`src/rtl/seg7_pkg.sv`:
```
// seg7_pkg: active-low 7-segment code constants, capture FSM states and the digit decode function.
package seg7_pkg;
  localparam logic [6:0] SEG_0 = 7'h40;
  localparam logic [6:0] SEG_1 = 7'h79;
  localparam logic [6:0] SEG_2 = 7'h24;
  localparam logic [6:0] SEG_3 = 7'h30;
  localparam logic [6:0] SEG_4 = 7'h19;
  localparam logic [6:0] SEG_5 = 7'h12;
  localparam logic [6:0] SEG_6 = 7'h02;
  localparam logic [6:0] SEG_7 = 7'h78;
  localparam logic [6:0] SEG_8 = 7'h00;
  localparam logic [6:0] SEG_9 = 7'h10;
  localparam logic [6:0] SEG_A = 7'h08;
  localparam logic [6:0] SEG_B = 7'h03;
  localparam logic [6:0] SEG_C = 7'h46;
  localparam logic [6:0] SEG_D = 7'h21;
  localparam logic [6:0] SEG_E = 7'h06;
  localparam logic [6:0] SEG_F = 7'h0E;
  localparam logic [6:0] SEG_BLANK = 7'h7F;
  localparam logic [6:0] SEG_CODES [16] = '{SEG_0, SEG_1, SEG_2, SEG_3, SEG_4, SEG_5, SEG_6, SEG_7,
                                            SEG_8, SEG_9, SEG_A, SEG_B, SEG_C, SEG_D, SEG_E, SEG_F};
  typedef enum logic {SETTLE, REPORT} state_t;
  // Returns {ok, blank, nibble}; anything unrecognised yields nibble 0 with ok and blank both low.
  function automatic logic [5:0] seg_decode(input logic [6:0] code);
    logic [5:0] r;
    r = {1'b0, code == SEG_BLANK, 4'h0};
    for (int i = 0; i < 16; i++)
      if (code == SEG_CODES[i]) r = {2'b10, 4'(i)};
    return r;
  endfunction
endpackage

```
`src/rtl/seg7_digit_decode.sv`:
```
// seg7_digit_decode: combinational decode of one active-low 7-segment digit.
module seg7_digit_decode
  import seg7_pkg::*;
(
  input  logic [6:0] code,
  output logic       ok,
  output logic       blank,
  output logic [3:0] nibble
);
  assign {ok, blank, nibble} = seg_decode(code);
endmodule

```
`src/rtl/seg7_capture.sv`:
```
// seg7_capture: reports the byte on a pair of 7-segment displays once it has been stable long enough.
module seg7_capture
  import seg7_pkg::*;
#(
  parameter int STABLE_CYCLES = 4
) (
  input  logic       clk,
  input  logic       clean,
  input  logic [6:0] display1,
  input  logic [6:0] display2,
  output logic [7:0] value,
  output logic       valid,
  output logic       blank_hi,
  output logic       blank_lo,
  output logic       err,
  output logic [7:0] capture_cnt
);
  localparam logic [3:0] sc = 4'(STABLE_CYCLES);
  localparam logic [13:0] dark = {SEG_BLANK, SEG_BLANK};
  state_t state, state_nx;
  logic [13:0] pair, samp, rep;
  logic [3:0] cnt, nib_h, nib_l;
  logic ok_h, ok_l, bl_h, bl_l;
  assign pair = {display1, display2};
  assign valid = state == REPORT;
  seg7_digit_decode u_hi (.code(samp[13:7]), .ok(ok_h), .blank(bl_h), .nibble(nib_h));
  seg7_digit_decode u_lo (.code(samp[6:0]), .ok(ok_l), .blank(bl_l), .nibble(nib_l));
  always_comb state_nx = (state == SETTLE && cnt == sc && samp != rep) ? REPORT : SETTLE;
  always_ff @(posedge clk)
    state <= clean ? SETTLE : state_nx;
  // Reset treats the dark display as already reported, so it never pulses.
  always_ff @(posedge clk) begin
    if (clean) begin
      samp <= dark;
      rep <= dark;
      cnt <= sc;
      value <= 8'h00;
      blank_hi <= 1'b1;
      blank_lo <= 1'b1;
      err <= 1'b0;
      capture_cnt <= 8'h00;
    end else begin
      if (pair != samp) begin
        samp <= pair;
        cnt <= 4'd1;
      end else if (cnt < sc) begin
        cnt <= cnt + 4'd1;
      end
      if (state_nx == REPORT) begin
        rep <= samp;
        value <= {nib_h, nib_l};
        blank_hi <= bl_h;
        blank_lo <= bl_l;
        err <= (!ok_h && !bl_h) || (!ok_l && !bl_l);
        capture_cnt <= capture_cnt + 8'd1;
      end
    end
  end
endmodule

```
`config.mk`:
```
export PLATFORM = sky130hd
export DESIGN_NAME = seg7_capture
export DESIGN_NICKNAME = d
export VERILOG_FILES = /design/src/rtl/seg7_pkg.sv /design/src/rtl/seg7_digit_decode.sv /design/src/rtl/seg7_capture.sv
export SDC_FILE = /design/constraint.sdc
export NUM_CORES = 1
export LEC_CHECK = 0
export ABC_CLOCK_PERIOD_IN_PS = 3500
export CORE_ASPECT_RATIO = 0.75
export CORE_MARGIN = 5
export CORE_UTILIZATION = 55
export DETAILED_ROUTE_END_ITERATION = 6
export PLACE_DENSITY_LB_ADDON = 0.2
export SYNTH_ARGS = -nofsm -noshare
export SYNTH_HDL_FRONTEND = slang
export SYNTH_SLANG_ARGS = --single-unit
```
`constraint.sdc`:
```
create_clock -name clk -period 3.5 [get_ports clk]
set_clock_uncertainty 0.1 [all_clocks]
set_input_delay 0.7 -clock clk [delete_from_list [all_inputs] [get_ports clk]]
set_output_delay 0.7 -clock clk [all_outputs]
set_load 0.01 [all_outputs]
```
; Word-level counts from Yosys, hierarchy flattened
; Cells that the tools add are included.
[totals]
reg_bits = 52
input_bits = 16
out_inout_bits = 20
wordCells = 97
[op_classes]
n_addsub = 2
order_cmp = 1
n_eq_ne = 35
muxes = 35
n_bitwise = 1
n_reduce_logical = 13
[op_table]
columns = cell, n
row1 = two-way mux 6 bit, 32
row2 = equality test 7 bit (second input constant), 10
row3 = equality test 7 x 5 -> 1 bit (second input constant), 6
row4 = equality test 7 x 6 -> 1 bit (second input constant), 6
row5 = equality test 7 x 2 -> 1 bit (second input constant), 4
row6 = equality test 7 x 4 -> 1 bit (second input constant), 4
row7 = inequality test 14 bit, 2
row8 = equality test 7 x 3 -> 1 bit (second input constant), 2
row9 = zero test 7 bit, 2
row10 = adder 8 x 1 -> 8 bit (second input constant), 1
row11 = two-way mux 3 bit, 2
row12 = adder 4 x 1 -> 4 bit (second input constant), 1
row13 = equality test 4 x 3 -> 1 bit (second input constant), 1
row14 = logical AND 1 bit, 4
row15 = zero test 1 bit, 4
row16 = less-than comparator 4 x 3 -> 1 bit (second input constant), 1
row17 = nonzero test 2 bit, 1
row18 = OR reduction 2 bit, 1
row19 = logical OR 1 bit, 1
row20 = two-way mux 1 bit, 1
row21 = inverter 1 bit, 1

; Longest topological paths before layout
; Gate-level depths: netlist of the first run.
[logic_depth]
word_depth = 20
ltp_mapped = 8
ltp_nobuf = 5

; Modules after synthesis
; A second synthesis of the first run with hierarchy kept.
[unflattened]
hier_cells = 350
area_unflattened_um2 = 2992.9
[modules_own_cells]
columns = module, instances, cells_per_inst, area_per_inst_um2, seq_area_each_um2
row1 = seg7_capture, 1, 248, 2272.2, 1041.0
row2 = seg7_digit_decode, 2, 51, 360.3, 0.0

; Least setup slack after synthesis of the first run
; OpenSTA, ideal clock, no wires.
[synth_path]
path_kind = register -> register
from = register samp[9]
to = register value[7]
setup_ns = 0.079
t_arrival_ns = 1.651
required_time_ns = 3.321
path_slack_ns = 1.670
path_stages_with_launch = 5
path_buffers = 0
period_less_slack_ns = 1.830
path_cell_list = dfxtp_1 or4b_4 or4_1 and3_1 a211oi_2
[synth_via]
elab_chain_cells = 16
elab_cells_between_ends = 33
classes_between = eq/ne (15) / mux (16) / reduce/logical (2)
[synth_rtl]
columns = element, line_no
row1 = "start, declared", seg7_capture.sv:21  ; logic [13:0] pair, samp, rep;
row2 = "start signal, assigned", seg7_capture.sv:34  ; samp <= dark;
row3 = "start signal, assigned", seg7_capture.sv:44  ; samp <= pair;
row4 = equality test 7 bit, seg7_pkg.sv:28  ; if (code == SEG_CODES[i]) r = {2'b10, 4'(i)};
row5 = two-way mux 6 bit (15 in a row), seg7_pkg.sv:28
row6 = "end signal, assigned", seg7_capture.sv:51  ; value <= {nib_h, nib_l};
row7 = "end, declared", seg7_capture.sv:11  ; output logic [7:0] value,
; Parallel ways exist; a longest one is shown, timed or not.
; A chain may end at the register's enable or synchronous reset.

; Final worst setup path of the first run
[layout_path]
from = register samp[8]
to = register capture_cnt[5]
[layout_via]
elab_chain_cells = 3
[layout_rtl]
columns = element, line_no
row1 = inequality test 14 bit, seg7_capture.sv:28  ; always_comb state_nx = (state == SETTLE && cnt == sc && samp != rep) ? REPORT : SETTLE;
row2 = logical AND 1 bit, seg7_capture.sv:28
row3 = two-way mux 1 bit, seg7_capture.sv:28
row4 = "end signal, assigned", seg7_capture.sv:55  ; capture_cnt <= capture_cnt + 8'd1;
row5 = "end, declared", seg7_capture.sv:16  ; output logic [7:0] capture_cnt
; Every way passes these cells.

==> results.txt, run 1 <==
Outcome - complete, no violations
Worst-path fanout max - 18
Tmin final - 2.59 ns
Fmax - 0.387 GHz
Gr ovfl total - 0
Ant diodes - 0
Reg area - 1040 um^2
Worst Max-Slew Pin Slew - 0.647 ns
Post-Synthesis Net Count - 370
Fillers - 460
Core Box Area - 5240 um^2
Post-Route WL - 7220 um
Post-CTS Hold Buffers - 0
CTS Buf Count - 5
DRT Pass-1 Iters - 5
First-pass GRT wire length - 12,100 um
Critical Path RT - 3.60 ns
Pwr Total - 1.34 mW
Post-synthesis compound-gate area fraction - 18.8%
Via density - 6.14
Vias in the first global route - 2,474
CP arrival - 2.69 ns
XOR/XNOR share of the synthesized area - 9.91%
Max_slew headroom - 56.8%
Leakage Power - 1.18 nW
Synthesized flop and latch total - 52
Post-Syn Instances - 351
Adder-cell share of the synthesized area - 1.29%
Synth Flop Type - dfxtp_1
DRT iter0 DRCs - 330
Yosys warnings - 0
Finished Core Util - 65.1%
Max-cap viol count - 0
H-tree depth - 2
EDFF count, synth - 0
Fin. Hold Viols - 0
Routed length per instance - 16.3 um
Register area share after synthesis - 35.7%
Remaining DRCs - 0
Die ar. - 6870 um^2
Final setup viols - 0
WS Path Type - reg -> reg
CTS tree - built
Worst setup SP type - flop
Final Max Tran Viols - 0
Gr usage total - 22.0%
Initial antenna violation count - 0
Reg clk slew, reported paths - 0.09 ns
Nets@finish - 388
CTS root buffer - clkbuf_8
Max VDD drop - 0.283 mV
Setup slack at placement - 0.992 ns
Gpl congestion - 0.883
Mapped Avg Cell Area - 8.31 um^2
Final ANT Viol Nets - 0
Multi-input logic area - 1680 um^2
FFs w/ async S/R, synth - 0%
Cell Area, Synth - 2920 um^2
Die H - 73.1 um
Detailed-route via count - 2,726
Final WS setup - 0.915 ns
Ports - 36
TNS Setup - 0 ns
Max clock buf depth - 2
# resized after CTS - 0
Clock Latency Late Sink - 0.31 ns
Critical path capture point type - flop
HPWL Detailed - 5010 um
Largest net degree at the start of global routing - 40
PwrDens - 393 nW/um^2
Post-Synth Simple-Gate Area - 26.1%
Largest family of logic cells by synthesized area - simple AND/OR/NAND/NOR gates
Tcrit/Tclk final - 73.9%
Setup bufs post-CTS - 0
Proportion of layout cells with a drive suffix above 1 - 11.9%
Post-synthesis mux area share - 1.46%
Layout area overhead - 17.0%
Hold Path Class - reg -> reg
# placed instances - 437
Number of unique standard cell types used by synthesis - 60
Final Non-Filler Cells - 444
Initial core utilization - 55.7%
DIE WIDTH - 94.1 um
Clk sinks - 52
Num rows - 23
IO buf count - 35
RSZ-0062 raised after global routing - no
worst max-delay path, stage by stage, from the launching register on:
cell     delay (ns)
dfxtp_1        0.75
xor2_1         0.14
nor4_1         0.36
and4_1         0.49
buf_4          0.28
nor3_1         0.09
mux2_2         0.27
area by class of cell:
cell class                 instances  share of cell area (%)
clock buffer                       5                    2.02
clock inverter                     2                    1.76
inverter                          11                    1.21
multi-input combinational        254                    49.2
sequential                        52                    30.5
tap                               75                    2.75
timing repair buffer              45                    12.5
cell usage after synthesis, drive strengths merged, types with 3 or more instances:
cell,count,area [um^2]
dfxtp,52,1040
xor2,31,272
nand3,28,140
o21ai,24,120
buf,20,100
a21oi,18,90.1
nor2,17,66.3
or2,17,106
clkbuf,14,53.8
inv,11,41.3
nand2,11,41.3
nor3,9,45.0
nand4,8,50.1
nor4,8,50.1
a311oi,7,61.3
o211ai,6,45.0
or3,5,31.3
a211oi,4,35.0
o31ai,4,30.0
or4,4,30.0
a31o,3,26.3
a31oi,3,18.8
and2,3,18.8
ha,3,37.5
nor2b,3,18.8
nor4bb,3,30.0
flip-flops by register name (all words and copies together), names as in the netlist:
register,count
blank_hi,1
blank_lo,1
capture_cnt,8
cnt,4
err,1
rep,14
samp,14
valid,1
value,8
per-stage QoR:
stage / hold WS, ns / area (um^2)
after detailed placement: 0.374 / 3280
after global placement: 0.374 / 3280
after floorplan: 0.374 / 2920
after CTS: 0.386 / 3410
final: 0.387 / 3410
after global routing: 0.421 / 3410
where the power goes:
| part | internal (mW) | leakage [nW] | switching, mW |
|---|---|---|---|
| sequential | 0.622 | 0.429 | 0.0386 |
| combinational | 0.0965 | 0.690 | 0.106 |
| clock | 0.281 | 0.0642 | 0.197 |
| total | 1.00 | 1.18 | 0.341 |
cells in the final DEF (no fill, tap or decap), types with 2 or more instances in the layout:
master,instances
a211oi_1,3
a21oi_1,18
a22oi_1,2
a311oi_1,7
a31o_2,3
a31oi_1,3
and2_1,2
and4_1,2
buf_4,10
bufinv_16,2
clkbuf_8,5
clkdlybuf4s50_1,35
dfxtp_1,52
ha_1,3
inv_1,11
mux2_2,2
mux2i_1,2
nand2_1,11
nand3_1,28
nand4_1,8
nor2_1,16
nor2b_1,3
nor3_1,9
nor4_1,8
nor4b_1,2
nor4bb_1,3
o211ai_1,6
o21ai_0,24
o31ai_1,4
o32ai_1,2
or2_2,17
or3_1,5
or4_1,4
xnor2_1,2
xor2_1,31
per-layer routing:
metal / part of all wire (%) / GRT usage (%) / routed length (um)
met3: 8.8 / 5.05 / 637
met2: 42 / 30.9 / 3040
met5: 0 / 0 / 0
met4: 1.1 / 5.93 / 76
met1: 48 / 33.5 / 3460
worst paths after layout:
kind              startpoint             end  slack (ns)  depth (start not counted)
setup reg to reg     samp[8]  capture_cnt[5]        0.91                          6
hold / removal      value[6]        value[6]        0.39                          2
setup / recovery     samp[8]  capture_cnt[5]        0.91                          6
hold reg to reg     value[6]        value[6]        0.39                          2
kinds of logic (layout without fill, tap and decap cells):
family          after synthesis  count (layout)
fa+ha+maj                     3               3
simple gates                131             131
buf+inv                      45              63
compound gates               83              83
mux                           4               4
xor+xnor                     33              33
flops                        52              52
No activity file was read; power rests on OpenSTA's default activity.
==> inputs of run 2 (changes only) <==
ABC_CLOCK_PERIOD_IN_PS = 2300   (was 3500)
CORE_UTILIZATION = 50   (was 55)
clock period = 2.3 ns   (was 3.5 ns; I/O delays follow)
==> run 2 against run 1 <==
Cell area up 3.0%. Largest cell class unchanged. Combinational power up 78%. Count of clock-buffer cells in the layout up 3. Highest routed layer unchanged. Critical path depth unchanged. Flip-flop and latch count unchanged. Sequential power up 49%. Die area up 8.8%. Non-clock buffer count up 16. Via count up 2.4%.
==> results.txt, run 2 (same netlist as run 1, synthesis figures left out) <==
DIE WIDTH - 98.2 um
Routed length per instance - 16.8 um
Slowest-stage cell, CP - dfxtp_1
Via density - 6.02
CP arrival - 2.21 ns
Final WS setup - 0.167 ns
Die ar. - 7470 um^2
Largest net degree at the start of global routing - 39
WP buf/inv - 1
Clock Latency Late Sink - 0.30 ns
Fmax - 0.469 GHz
HPWL Detailed - 5550 um
Max_slew headroom - 61.1%
CTS Buf Count - 5
Top flop regs - rep (14), samp (14)
Final setup viols - 0
Die H - 76.1 um
Worst-path fanout max - 16
Initial antenna violation count - 0
Crit path cell chain - xor2_1, nor4_2, and4_1, buf_4, o21ai_0, o311ai_0
Remaining DRCs - 0
Top Family by Delay on Critical Path - simple AND/OR/NAND/NOR gates
DRT Pass-1 Iters - 5
Commonest non-fill, non-tap cells in the layout - dfxtp_1, clkdlybuf4s50_1, xor2_1
Gr usage total - 20.9%
Max VDD drop - 0.231 mV
Reg clk slew, reported paths - 0.09 ns
Comb power frac - 19.1%
Final ANT Viol Nets - 0
P_int - 1.36 mW
CP peak stage delay - 0.51 ns
Gpl congestion - 0.899
Nets@finish - 404
Vias in the first global route - 2,654
Core Box Area - 5740 um^2
Clk sinks - 52
Layout area overhead - 20.5%
Critical path capture point type - flop
Worst Max-Slew Pin Slew - 0.579 ns
CTS tree - built
Setup slack at placement - 0.182 ns
CTS root buffer - clkbuf_8
Detailed-route via count - 2,791
Ant diodes - 0
Max clock buf depth - 2
Final Max Tran Viols - 0
Critical Path RT - 2.38 ns
Num rows - 24
Ports - 36
Leakage Power - 1.24 nW
Outcome - complete, no violations
PwrDens - 537 nW/um^2
Tcrit/Tclk final - 92.8%
TNS Setup - 0 ns
Gr ovfl total - 0
WS Path Type - reg -> reg
# placed instances - 456
Initial core utilization - 50.8%
Hold Path Class - reg -> reg
Flop pwr share - 52.2%
H-tree depth - 2
Final Non-Filler Cells - 464
Switch Pwr - 0.527 mW
RSZ-0062 raised after global routing - no
Worst setup SP type - flop
Commonest non-fill, non-tap cell in the layout - dfxtp_1
Tmin final - 2.13 ns
Post-Route WL - 7780 um
IO buf count - 35
Fillers - 537
Proportion of layout cells with a drive suffix above 1 - 15.5%
First-pass GRT wire length - 13,000 um
Max-cap viol count - 0
Sw Share - 27.9%
DRT iter0 DRCs - 241
Setup bufs post-CTS - 0
Fin. Hold Viols - 0
Clk pwr share - 28.7%
run 2: changes by cell type in the layout (fill, tap and decap cells not counted):
cell,previous run,this run
nor4_1,8,7
bufinv_16,2,0
clkbuf_8,5,6
buf_4,10,25
buf_12,0,1
nor4_2,0,1
clkbuf_1,0,2
run 2: layout make-up:
class	count	area (um^2)	share of cell area, %
well taps	78	97.6	2.78
multi-input cells	254	1690	48.0
inverters	11	41.3	1.18
clock buffers	8	90.1	2.56
repair buffers	61	558	15.9
flip-flops and latches	52	1040	29.6
run 2: what timing repair did:
item | CTS | global route
resized for setup | 0 | 1
setup endpoints to repair | 0 | 1
hold buffers | 0 | 0
run 2: metal layers:
layer  vias up  wire, um  global-route usage [%]
met3        16       544                    4.67
met1      1308      3740                    30.5
li1       1347         -                       -
met2       120      3400                    30.8
met5         -         0                       0
met4         0        99                    6.28
run 2: per-stage QoR:
stage / hold slack [ns] / total power [mW] / util (%) / cell area (um^2)
6_report: 0.380 / 1.89 / 61.3 / 3510
2_1_floorplan: 0.374 / 1.21 / - / 2920
3_3_place_gp: 0.368 / 1.35 / 59.6 / 3420
3_5_place_dp: 0.367 / 1.36 / 59.6 / 3420
4_1_cts: 0.381 / 1.90 / 61.1 / 3510
5_1_grt: 0.401 / 1.97 / 61.3 / 3510
run 2: path summary, 6_finish.rpt:
| check | end | slack [ns] | depth (start not counted) | startpoint |
|---|---|---|---|---|
| hold reg to reg | value[6] | 0.38 | 2 | value[6] |
| setup reg to reg | blank_lo | 0.17 | 6 | samp[1] |
| setup / recovery | blank_lo | 0.17 | 6 | samp[1] |
| hold / removal | value[6] | 0.38 | 2 | value[6] |
run 2: worst min-delay path, delay by kind of cell, from the launching register on:
family,cells,cell delay [ns]
flip-flops,1,0.32
AO/OA/AOI/OAI,2,0.13
run 2: power by group through the flow:
| stage | sequential (mW) | combinational, mW | clock, mW |
|---|---|---|---|
| floorplan | 0.998 | 0.216 | 0 |
| CTS | 0.984 | 0.354 | 0.559 |
| global placement | 1.00 | 0.346 | 0 |
| global route | 0.991 | 0.395 | 0.588 |
| finish | 0.985 | 0.360 | 0.541 |
| detailed placement | 1.00 | 0.352 | 0 |
==> inputs of run 3 (changes only) <==
CORE_UTILIZATION = 35   (was 50)
RECOVER_POWER = 100   (was not set)
==> run 3 against run 2 <==
Maximum frequency is 0.37% lower. First-iteration DRC count is 5.4% higher. Routed wire length is 4.7% higher. Global-route usage fell by 4.1 points. Combinational power is essentially flat. Largest cell class unchanged. Non-clock buffer count is 2 higher. Core utilization shrank 17 points. Worst hold slack better by 0.0079 ns. Largest power group unchanged. Critical endpoint is now err. Critical path depth grew 1.
==> results.txt, run 3 (same netlist as run 1, synthesis figures left out) <==
Setup slack at placement - 0.195 ns
Via density - 5.54
DIE WIDTH - 115 um
Detailed-route via count - 2,732
Max-cap viol count - 0
Crit path from - samp[1]
CTS Buf Count - 5
Post-Route WL - 8150 um
Worst Max-Slew Pin Slew - 0.541 ns
Switch Pwr - 0.540 mW
Ant diodes - 0
Layout area overhead - 22.0%
Num rows - 28
R2r endpoint - err
Remaining DRCs - 0
Die ar. - 10,300 um^2
Final WS setup - 0.159 ns
Max VDD drop - 0.277 mV
Commonest non-fill, non-tap cells in the layout - dfxtp_1, xor2_1, nand3_1
Gr ovfl total - 0
Leakage Power - 1.30 nW
Hold Path Class - reg -> reg
Tmin final - 2.14 ns
P_int - 1.36 mW
CP peak stage delay - 0.39 ns
Tcrit/Tclk final - 93.1%
Final Max Tran Viols - 0
Setup bufs post-CTS - 0
# placed instances - 485
Reg clk slew, reported paths - 0.09 ns
WS Path Type - reg -> reg
Clock Latency Late Sink - 0.31 ns
Initial antenna violation count - 0
Max_slew headroom - 63.9%
Max clock buf depth - 2
PwrDens - 533 nW/um^2
DRT Pass-1 Iters - 4
Core Box Area - 7990 um^2
Hold_sp - value[6]
Sw Share - 28.5%
CP arrival - 2.26 ns
RSZ-0062 raised after global routing - no
Gpl congestion - 0.877
Fin. Hold Viols - 0
Proportion of layout cells with a drive suffix above 1 - 15.5%
Routed length per instance - 16.5 um
Finished Core Util - 44.5%
Top flop regs - rep (14), samp (14)
CTS root buffer - clkbuf_8
Comb power frac - 19.0%
Vias in the first global route - 2,558
Final ANT Viol Nets - 0
CTS tree - built
Initial core utilization - 36.5%
First-pass GRT wire length - 13,600 um
Worst R2R Start - samp[1]
H-tree depth - 2
Commonest non-fill, non-tap cell in the layout - dfxtp_1
Worst setup SP type - flop
R2R Setup Slk - 0.16 ns
WHS - 0.388 ns
Crit path cell chain - clkbuf_2, clkbuf_1, xor2_1, o21bai_1, a22oi_1, nand4_1, a311oi_1
TNS Setup - 0 ns
Die H - 89.0 um
Clk sinks - 52
HPWL Detailed - 5950 um
Nets@finish - 406
Fmax - 0.467 GHz
# resized after CTS - 0
Critical path capture point type - flop
Post-CTS Hold Buffers - 0
CP Capture Point - err
Slowest-stage cell, CP - dfxtp_1
Gr usage total - 16.9%
DRT iter0 DRCs - 254
Clk pwr share - 29.2%
Worst r2r path cells - 7
IO buf count - 35
Ports - 36
Worst-path fanout max - 13
Critical Path RT - 2.41 ns
Final Non-Filler Cells - 493
Flop pwr share - 51.8%
Outcome - complete, no violations
Final setup viols - 0
Largest net degree at the start of global routing - 27
run 3: cell count changes in the layout (fill, tap and decap cells not counted), moves of 3 or more:
cell | previous run | this run
buf_4 | 25 | 21
clkbuf_2 | 0 | 3
clkdlybuf4s50_1 | 35 | 14
dlygate4sd3_1 | 0 | 21
run 3: critical path, delay by kind of cell (launching register included):
family                 cells  cell delay [ns]
flip-flops                 1             0.39
buffers and inverters      2             0.58
AND/OR/NAND/NOR            1             0.16
XOR/XNOR                   1             0.18
AO/OA/AOI/OAI              3             0.63
run 3: stage by stage:
step           cell area (um^2)  total power [mW]
4_1_cts                    3600              1.92
6_report                   3560              1.90
2_1_floorplan              2920              1.21
5_1_grt                    3560              2.00
3_5_place_dp               3500              1.37
3_3_place_gp               3500              1.37
run 3: how the worst min path moves through the flow:
| stage | end | slack, ns | cells after the start |
|---|---|---|---|
| after CTS | value[6] | 0.39 | 2 |
| after global routing | rep[11] | 0.43 | 2 |
| after global placement | value[6] | 0.38 | 2 |
| after floorplan | cnt[3] | 0.37 | 2 |
| final | value[6] | 0.39 | 2 |
| after detailed placement | value[6] | 0.38 | 2 |
run 3: metal layers:
metal	part of all wire (%)	GRT usage, %
met1	53	26.2
met2	41	23.2
met3	5.4	3.52
met4	1.3	4.37
met5	0	0
run 3: power groups by stage:
stage	clock (mW)	sequential [mW]	combinational (mW)
CTS	0.567	0.983	0.370
floorplan	0	0.998	0.216
global placement	0	1.00	0.366
detailed placement	0	1.00	0.369
finish	0.554	0.982	0.360
global route	0.615	0.989	0.397
run 3: area by class of cell:
class | count | area [um^2]
well taps | 105 | 131
inverters | 11 | 41.3
flip-flops and latches | 52 | 1040
clock buffers | 7 | 86.3
multi-input cells | 254 | 1680
clock inverters | 1 | 7.51
fillers | 805 | 4430
repair buffers | 63 | 571
